## config.mk

```make
export PLATFORM = sky130hd
export DESIGN_NAME = flasher_output_stage_flat
export DESIGN_NICKNAME = d
export VERILOG_FILES = /design/src/rtl/flasher_pkg.sv /design/src/rtl/flasher_output_stage_if.sv /design/src/rtl/flasher_output_stage_tick_gen.sv /design/src/rtl/flasher_output_stage.sv /design/src/flat_wrapper.sv
export SDC_FILE = /design/constraint.sdc
export NUM_CORES = 1
export LEC_CHECK = 0
export ABC_CLOCK_PERIOD_IN_PS = 2600
export CORE_MARGIN = 3
export CORE_UTILIZATION = 45
export CTS_BUF_LIST = sky130_fd_sc_hd__clkbuf_16
export CTS_CLUSTER_DIAMETER = 60
export DETAILED_ROUTE_END_ITERATION = 10
export DONT_BUFFER_PORTS = 1
export PLACE_DENSITY = 0.66
export SLEW_MARGIN = 20
export SYNTH_ARGS = -nofsm -noshare
export SYNTH_HDL_FRONTEND = slang
export SYNTH_SLANG_ARGS = --single-unit
```

## constraint.sdc

```tcl
create_clock -name clk -period 2.6 [get_ports clk]
set_clock_uncertainty 0.1 [all_clocks]
set_input_delay 0.52 -clock clk [delete_from_list [all_inputs] [get_ports clk]]
set_output_delay 0.52 -clock clk [all_outputs]
set_load 0.1 [all_outputs]
```

## src/rtl/flasher_pkg.sv

```systemverilog
// Shared definitions for the Bound Flasher back end.
// Contents:
//   state_e        - 3-bit state encodings produced by the next-state logic
//   LED_NUM, CNT_W - lamp count and width of the lit-lamp counter
//   is_ramp_up     - state grows the lit-lamp count by one per tick
//   is_ramp_down   - state shrinks the lit-lamp count by one per tick
//   lamp_mask      - thermometer code with the lowest n lamps lit
package flasher_pkg;

    localparam int unsigned LED_NUM = 16;
    localparam int unsigned CNT_W   = 5;

    typedef enum logic [2:0] {
        ST_INITIAL  = 3'd0,
        ST_0_TO_15  = 3'd1,
        ST_15_TO_5  = 3'd2,
        ST_5_TO_10  = 3'd3,
        ST_10_TO_0  = 3'd4,
        ST_0_TO_5   = 3'd5,
        ST_5_TO_0   = 3'd6
    } state_e;

    function automatic logic is_ramp_up(input logic [2:0] state);
        return (state == ST_0_TO_15) || (state == ST_5_TO_10) || (state == ST_0_TO_5);
    endfunction

    function automatic logic is_ramp_down(input logic [2:0] state);
        return (state == ST_15_TO_5) || (state == ST_10_TO_0) || (state == ST_5_TO_0);
    endfunction

    // Bit i is lit when i < n, so n = LED_NUM lights every lamp.
    function automatic logic [LED_NUM-1:0] lamp_mask(input logic [CNT_W-1:0] n);
        logic [LED_NUM-1:0] m;
        m = '0;
        for (int unsigned i = 0; i < LED_NUM; i++) begin
            m[i] = (i < 32'(n));
        end
        return m;
    endfunction

endpackage

```

## src/rtl/flasher_output_stage_if.sv

```systemverilog
// Bus between the Bound Flasher next-state logic and its output stage.
// Signals:
//   flk_in - raw flick button (asynchronous to clk)
//   nxt_st - next state from the next-state logic
//   cur_st - registered current state
//   count  - number of lamps lit, 0..16
//   flk    - conditioned flick flag
//   tick   - one-clk step strobe
//   lamps  - lamp drive, bit i = LED i
// Modports:
//   master - next-state logic side (drives flk_in/nxt_st)
//   slave  - output stage side (drives the registered outputs)
interface flasher_output_stage_if;
    import flasher_pkg::*;

    logic                 flk_in;
    logic [2:0]           nxt_st;
    logic [2:0]           cur_st;
    logic [CNT_W-1:0]     count;
    logic                 flk;
    logic                 tick;
    logic [LED_NUM-1:0]   lamps;

    modport master (
        output flk_in,
        output nxt_st,
        input  cur_st,
        input  count,
        input  flk,
        input  tick,
        input  lamps
    );

    modport slave (
        input  flk_in,
        input  nxt_st,
        output cur_st,
        output count,
        output flk,
        output tick,
        output lamps
    );

endinterface

```

## src/rtl/flasher_output_stage_tick_gen.sv

```systemverilog
// Free-running clock divider producing a one-clk step strobe.
// Ports:
//   clk   - system clock
//   rst_n - asynchronous active-low reset
//   tick  - high for one clk every DIV_CNT clks; first strobe is DIV_CNT
//           clks after reset release
// Parameters:
//   DIV_CNT - clks per strobe, minimum 2
module tick_gen #(
    parameter int unsigned DIV_CNT = 25_000_000
) (
    input  logic clk,
    input  logic rst_n,
    output logic tick
);

    localparam int unsigned DIV_W = $clog2(DIV_CNT);
    localparam logic [DIV_W-1:0] DIV_LAST = DIV_W'(DIV_CNT - 1);

    logic [DIV_W-1:0] div;

    always_ff @(posedge clk or negedge rst_n) begin
        if (!rst_n) begin
            div <= '0;
        end else if (div == DIV_LAST) begin
            div <= '0;
        end else begin
            div <= div + DIV_W'(1);
        end
    end

    // Decoded straight from the divider so it is low during reset.
    assign tick = (div == DIV_LAST);

endmodule

```

## src/rtl/flasher_output_stage.sv

```systemverilog
// Sequential back end of the Bound Flasher.
// Registers the next-state code once per step tick, keeps the lit-lamp
// count (saturating 0..LED_NUM), drives the thermometer lamp output and
// turns the raw flick button into a flag held until the next tick.
// Ports:
//   clk   - system clock, all logic rising-edge
//   rst_n - asynchronous active-low reset
//   bus   - slave side of flasher_output_stage_if
//           (flk_in, nxt_st in; cur_st, count, flk, tick, lamps out)
// Parameters:
//   DIV_CNT - clks per step tick (minimum 2)
//   LED_NUM - number of lamps; count saturates at this value
module flasher_output_stage
    import flasher_pkg::*;
#(
    parameter int unsigned DIV_CNT = 25_000_000,
    parameter int unsigned LED_NUM = 16
) (
    input  logic                  clk,
    input  logic                  rst_n,
    flasher_output_stage_if.slave bus
);

    localparam logic [CNT_W-1:0] CNT_MAX = CNT_W'(LED_NUM);

    logic              tick;
    logic              sync1;
    logic              sync2;
    logic              sync_prev;
    logic              flk_edge;
    logic              flk;
    logic [2:0]        cur_st;
    logic [CNT_W-1:0]  count;
    logic [CNT_W-1:0]  count_next;
    logic [15:0]       lamps;

    tick_gen #(
        .DIV_CNT(DIV_CNT)
    ) u_tick_gen (
        .clk  (clk),
        .rst_n(rst_n),
        .tick (tick)
    );

    // Two-flop synchronizer plus a history flop for rising-edge detect.
    always_ff @(posedge clk or negedge rst_n) begin
        if (!rst_n) begin
            sync1     <= 1'b0;
            sync2     <= 1'b0;
            sync_prev <= 1'b0;
        end else begin
            sync1     <= bus.flk_in;
            sync2     <= sync1;
            sync_prev <= sync2;
        end
    end

    assign flk_edge = sync2 & ~sync_prev;

    // The flag is consumed by the tick cycle; an edge arriving in that same
    // cycle keeps it set for the following window.
    always_ff @(posedge clk or negedge rst_n) begin
        if (!rst_n) begin
            flk <= 1'b0;
        end else if (flk_edge) begin
            flk <= 1'b1;
        end else if (tick) begin
            flk <= 1'b0;
        end
    end

    always_ff @(posedge clk or negedge rst_n) begin
        if (!rst_n) begin
            cur_st <= ST_INITIAL;
        end else if (tick) begin
            cur_st <= bus.nxt_st;
        end
    end

    // Direction comes from the state being left, not the one being loaded.
    always_comb begin
        count_next = count;
        if (tick) begin
            if (is_ramp_up(cur_st)) begin
                count_next = (count >= CNT_MAX) ? CNT_MAX : count + CNT_W'(1);
            end else if (is_ramp_down(cur_st)) begin
                count_next = (count == '0) ? '0 : count - CNT_W'(1);
            end else begin
                count_next = '0;
            end
        end
    end

    // Lamps are registered from count_next so they track count cycle-exact.
    always_ff @(posedge clk or negedge rst_n) begin
        if (!rst_n) begin
            count <= '0;
            lamps <= '0;
        end else begin
            count <= count_next;
            lamps <= lamp_mask(count_next);
        end
    end

    assign bus.cur_st = cur_st;
    assign bus.count  = count;
    assign bus.flk    = flk;
    assign bus.tick   = tick;
    assign bus.lamps  = lamps;

endmodule
```

## src/flat_wrapper.sv

```systemverilog
// flat-port wrapper written by rule: the top's interface ports become plain ports
module flasher_output_stage_flat import flasher_pkg::*;
#(
    parameter int unsigned DIV_CNT = 25_000_000,
    parameter int unsigned LED_NUM = 16
)
  (clk, rst_n, bus_flk_in, bus_nxt_st, bus_cur_st, bus_count, bus_flk, bus_tick, bus_lamps);
  flasher_output_stage_if bus_i ();
  input  logic clk;
  input  logic rst_n;
  input wire logic [$bits(bus_i.flk_in)-1:0] bus_flk_in;
  input wire logic [$bits(bus_i.nxt_st)-1:0] bus_nxt_st;
  output wire logic [$bits(bus_i.cur_st)-1:0] bus_cur_st;
  output wire logic [$bits(bus_i.count)-1:0] bus_count;
  output wire logic [$bits(bus_i.flk)-1:0] bus_flk;
  output wire logic [$bits(bus_i.tick)-1:0] bus_tick;
  output wire logic [$bits(bus_i.lamps)-1:0] bus_lamps;
  assign bus_i.flk_in = bus_flk_in;
  assign bus_i.nxt_st = bus_nxt_st;
  assign bus_cur_st = bus_i.cur_st;
  assign bus_count = bus_i.count;
  assign bus_flk = bus_i.flk;
  assign bus_tick = bus_i.tick;
  assign bus_lamps = bus_i.lamps;
  flasher_output_stage #(.DIV_CNT(DIV_CNT), .LED_NUM(LED_NUM)) u_core (.clk(clk), .rst_n(rst_n), .bus(bus_i));
endmodule
```

==> After elaboration in Yosys (flattened, before gate mapping) <==
Cells that the tools add are included.
{ "op_classes": {"order_cmp": 17, "bitwise_logic": 2, "eq_ne": 7, "add_sub_neg": 3, "reduce_logical": 6, "muxes": 8} }
{ "op_table": {"columns": ["operator", "count"], "rows": [
  ["$lt 4x5->1 const A", 8],
  ["$add 25x1->25 const B", 1],
  ["$eq 25x25->1 const B", 1],
  ["$mux 25", 1],
  ["$mux 5", 5],
  ["$lt 3x5->1 const A", 4],
  ["$lt 1x5->1 const A", 2],
  ["$lt 2x5->1 const A", 2],
  ["$eq 3x3->1 const B", 3],
  ["$eq 3x2->1 const B", 2],
  ["$add 5x1->5 const B", 1],
  ["$ge 5x5->1 const B", 1],
  ["$logic_not 5->1", 1],
  ["$sub 5x1->5 const B", 1],
  ["$logic_or 1x1->1", 4],
  ["$eq 3x1->1 const B", 1],
  ["$mux 1", 2],
  ["$reduce_bool 2->1", 1],
  ["$and 1x1->1", 1],
  ["$not 1->1", 1]
]} }
{ "word_totals": {"output_inout_bits": 26, "ff_bits": 53, "elab_cells": 51} }

==> Logic depth before layout (Yosys ltp) <==
{ "logic_depth": {"depth_word": 7, "ltp_mapped": 10, "ltp_nobuf": 9} }

==> Hierarchy <==
A second synthesis with hierarchy kept.
{ "unflattened": {"cells_unflattened": 232, "area_unflattened_um2": 2496.1} }
{ "by_module_without_submodules": {"columns": ["mod", "cells_each", "area_per_inst_um2", "instances"], "rows": [
  ["tick_gen", 129, 1315.0, 1],
  ["flasher_output_stage", 103, 1181.1, 1]
]} }

==> Least setup slack after synthesis <==
OpenSTA, ideal clock, no wires.
{ "synth_path": {"path_type": "register -> output", "from": "reg u_core.u_tick_gen.div[0]", "to": "out bus_tick", "arrival_ns": 2.597, "stages_incl_launch_ff": 9, "slack_ns": -0.617, "cell_sequence": "dfrtp_1 -> ha_1 -> nand2_1 -> or3_1 -> buf_2 -> or2_0 -> buf_6 -> inv_2 -> clkbuf_1"} }
{ "synth_via": {"elab_chain_cells": 1} }
{ "synth_lines": {"columns": ["element", "line_no", "text"], "rows": [
  ["start: declaration", "flasher_output_stage_tick_gen.sv:20", "logic [DIV_W-1:0] div;"],
  ["start signal: assignment", "flasher_output_stage_tick_gen.sv:28", "div <= div + DIV_W'(1);"],
  ["$eq 25x25->1", "flasher_output_stage_tick_gen.sv:33", "assign tick = (div == DIV_LAST);"],
  ["end: declaration", "flat_wrapper.sv:16", "output wire logic [$bits(bus_i.tick)-1:0] bus_tick;"]
]} }
No other way between the ends.

==> Worst setup path after layout <==
Ends and elaborated chain as after synthesis.

==> run summary <==
The required time of the critical path came out at 1.98 ns. The type of the tightest min-delay check is primary input to flop. The die span in y is 78.2 µm. For this run, the leading register cell type out of synthesis is dfrtp_1. The H-tree depth reported by CTS came out at 2. The number of detailed-route iterations in the first pass came out at 4. The design draws 0.00150 W. The average wire per cell in the routed design is 15.5 µm. The worst setup path is launched from a flop. After global routing the overflow that remains totals 0. In the layout the commonest cells are dfrtp_1 (49), nand2_1 (27), nor2_1 (21). The most critical setup path has its endpoint at bus_tick. The growth of design area from synthesis to finish is 20.7%. In the post-synthesis netlist, the biggest area contributors are dfrtp_1 (55%), xor2_1 (5.6%), nand2_1 (4.3%). Among all stages on the critical path, the largest delay is contributed by or3_4.

The synthesized design contains 52 register bits. The via count of the first global-routing pass came to 1674. The ratio of routed vias to standard cells came out at 5.26. The worst register-to-register path ends at u_core.bus.lamps[5]$_DFF_PN0_. The worst setup path is of the flop to primary output kind. The initial standard-cell utilization of the core came out at 48.1%. The ratio of total power to cell area came out at 531 nW/µm². The run finished with clean final reports.

The source-to-sink clock delay at the later pin of the worst-skew pair is 0.29 ns. For this design the static power due to leakage is 1.36 nW. The number of diodes is 0. The count of endpoints failing setup in the final report is 0.

The reg-to-reg setup timing slack is 0.17 ns. The number of buffers on the longest clock path came out at 2. The library cell used most frequently in the layout, excluding fill and tap cells, is dfrtp_1. The number of buffers created by CTS is 5. The post-detailed-placement half-perimeter wirelength came out at 3260 µm. In this run the remaining antenna-violating nets after routing total 0. The number of enable flip-flop cells after synthesis came out at 0. The remaining design rule violation count came out at 0. The detailed-route via count came out at 1658. The portion of synthesized cell area occupied by the leading cell type is 55.5%. The post-synthesis sequential area ratio is 55.5%. The final net count is 256. Measured along the x axis, the die boundary spans 78.2 µm. The maximum ir drop on the vdd rail is 0.338 mV.

The number of unique standard cell types used by synthesis is 43. Clock tree synthesis selected as its root buffer the cell clkbuf_16. In this run the worst path has a maximum fanout of 7.

The core area is 4880 µm². The warning count from the yosys run came out at 0. The routing usage on met2 came out at 29.4%. The number of fill cells in the layout is 439.

The switching power came out at 0.000322 W. The fraction of power spent switching nets is 21.5%. The startpoint identified for the worst register-to-register timing path is u_core.u_tick_gen.div[8]$_DFF_PN0_.

The met1 usage in global routing is 21.4%. Across the run, the number of max-cap violations was 0. Counting cells, the worst reg-to-reg path comes to 7. The net count after synthesis is 230. The clock share of power came out at 44.6%. The first-iteration detailed-routing DRC count came out at 89.

The initial antenna violation count came out at 0. The cell taking the most area after synthesis is dfrtp_1. The die covers 6110 µm². The setup slack after layout is 0.0913 ns. The worst hold margin is 0.148 ns.

At the end of routability-driven placement, the weighted congestion stood at 0.915. The final count of hold timing violations is 0. TritonCTS built the clock tree. The floorplan has 25 rows. The cell count after synthesis is 221. The internal power contribution came out at 0.00118 W. The critical path starts at u_core.u_tick_gen.div[0]$_DFF_PN0_.

The wire length of the first global-routing pass came out at 8360 µm. The total number of clock tree sinks came out at 52. The worst endpoint data arrival time came out at 1.89 ns.

The global-route total usage across every layer is 17.9%. The number of I/O pins is 32. Combinational logic burns 1.4% of the power. The met3 usage came out at 6.08%.

Of the total power, registers draw 54.0%. The relative max-transition margin came out at 40.0%. Dividing the final minimum period by the clock period gives 96.5%. The post-synthesis async set-or-reset flop share came out at 100%. The shortest period the worst path allows came out at 2.51 ns. The maximum operating frequency is 399 MHz. The post-route netlist has 20.6% of its cells at a drive strength greater than 1.

The critical path goes through ha_1, nand2_1, or3_4, or2_4, inv_2, buf_12. The clock transition at the register clock pins on the worst setup and hold paths after CTS is 0.07 ns. The worst-case setup slack after placement came out at 0.188 ns. The cell area after synthesis is 2340 µm².

The measured slew at the worst slew-check pin came out at 0.900 ns. In this run the tool buffered the top-level ports with 0 buffer cells. The number of slew-limit violations in the final report is 0. The longest individual stage delay on the worst path came out at 0.42 ns. The pin count of the biggest net entering global routing came out at 53.

After global routing, the most crowded layer is met2. The final routed wirelength across all metal layers came out at 4880 µm. The synthesized area per cell came out at 10.6 µm². STA classifies the critical path endpoint as a primary output.
[worst max-delay path: cells and delay by family (launching register included)]
family | cells | cell delay [ns]
DFF | 1 | 0.39
and+or+nand+nor | 3 | 0.74
buffers and inverters | 2 | 0.26
adders and majority gates | 1 | 0.18
[worst min path at each step]
stage / slack (ns) / from / end / cells past startpoint
detailed placement: 0.13 / rst_n / u_core.u_tick_gen.div[7]$_DFF_PN0_ / 0
finish: 0.15 / bus_flk_in / u_core.sync1$_DFF_PN0_ / 0
global placement: 0.13 / rst_n / u_core.u_tick_gen.div[13]$_DFF_PN0_ / 0
global route: 0.13 / bus_flk_in / u_core.sync1$_DFF_PN0_ / 0
floorplan: 0.12 / rst_n / u_core.bus.count[0]$_DFF_PN0_ / 0
CTS: 0.14 / bus_flk_in / u_core.sync1$_DFF_PN0_ / 0
[stage by stage]
step,util (%),instances,TNS (ns),area (µm²)
2_1_floorplan,-,221,0,2350
3_3_place_gp,52.1,300,0,2540
3_5_place_dp,52.1,300,0,2540
4_1_cts,57.5,313,0,2810
5_1_grt,58.0,315,-0.00465,2830
6_report,58.0,315,0,2830
[repair_timing]
item / in CTS / in global routing
hold buffers: 2 / 0
pin swaps: 0 / 1
buffers inserted: 1 / 2
endpoints found under the setup margin: 1 / 3
cloned: 2 / 0
gates resized for setup: 1 / 3
hold endpoints to repair: 52 / 0
[metal layers]
| layer | up-vias | part of all wire (%) | wire length (µm) |
|---|---|---|---|
| li1 | 807 | - | - |
| met1 | 799 | 44 | 2130 |
| met2 | 42 | 49 | 2390 |
| met3 | 10 | 5.0 | 246 |
| met4 | 0 | 2.2 | 108 |
| met5 | - | 0 | 0 |
[power groups by stage]
stage / Clock [W] / Sequential, W / Combinational [W]
global route: 0.000729 / 0.000811 / 0.0000245
global placement: 0 / 0.000827 / 0.000000293
finish: 0.000670 / 0.000811 / 0.0000210
CTS: 0.000689 / 0.000811 / 0.0000226
floorplan: 0 / 0.000827 / 0.000000265
detailed placement: 0 / 0.000827 / 0.000000283
[registers in the layout, summed over array words and instances, names as in the netlist]
signal	cells
u_core.sync2	1
u_core.bus.flk	1
u_core.sync_prev	1
u_core.bus.count	5
u_core.sync1	1
u_core.bus.lamps	15
u_core.u_tick_gen.div	25
u_core.bus.cur_st	3
[kinds of logic (layout without fill, tap and decap cells)]
| kind of cell | after synthesis | after routing | synth area share, % |
|---|---|---|---|
| XOR/XNOR | 22 | 22 | 8.22 |
| flip-flops | 52 | 52 | 55.5 |
| multiplexers | 1 | 1 | 0.480 |
| AND/OR/NAND/NOR | 96 | 96 | 20.9 |
| AO/OA/AOI/OAI | 31 | 31 | 10.0 |
| buffers and inverters | 16 | 43 | 3.31 |
| adder cells (fa/ha/maj) | 3 | 3 | 1.60 |
[layout make-up]
class	instances	area [µm²]	area share (%)
inverters	11	46.3	1.64
repair buffers	24	265	9.37
clock buffers	5	125	4.42
flip-flops and latches	52	1310	46.1
multi-input cells	153	980	34.6
well taps	67	83.8	2.96
clock inverters	3	25.0	0.884
[cell usage after synthesis, drive strengths merged, types with 2 or more instances]
| master | count |
|---|---|
| a21oi | 2 |
| a22oi | 2 |
| and2 | 4 |
| and3 | 5 |
| buf | 3 |
| clkbuf | 2 |
| dfrtp | 52 |
| ha | 3 |
| inv | 10 |
| nand2 | 28 |
| nand3 | 13 |
| nand4 | 6 |
| nor2 | 22 |
| nor3 | 7 |
| nor4 | 3 |
| nor4bb | 2 |
| o21ai | 15 |
| o31ai | 4 |
| o32ai | 2 |
| or2 | 2 |
| or3 | 2 |
| xnor2 | 7 |
| xor2 | 15 |
Power figures use the tool's default switching activity.
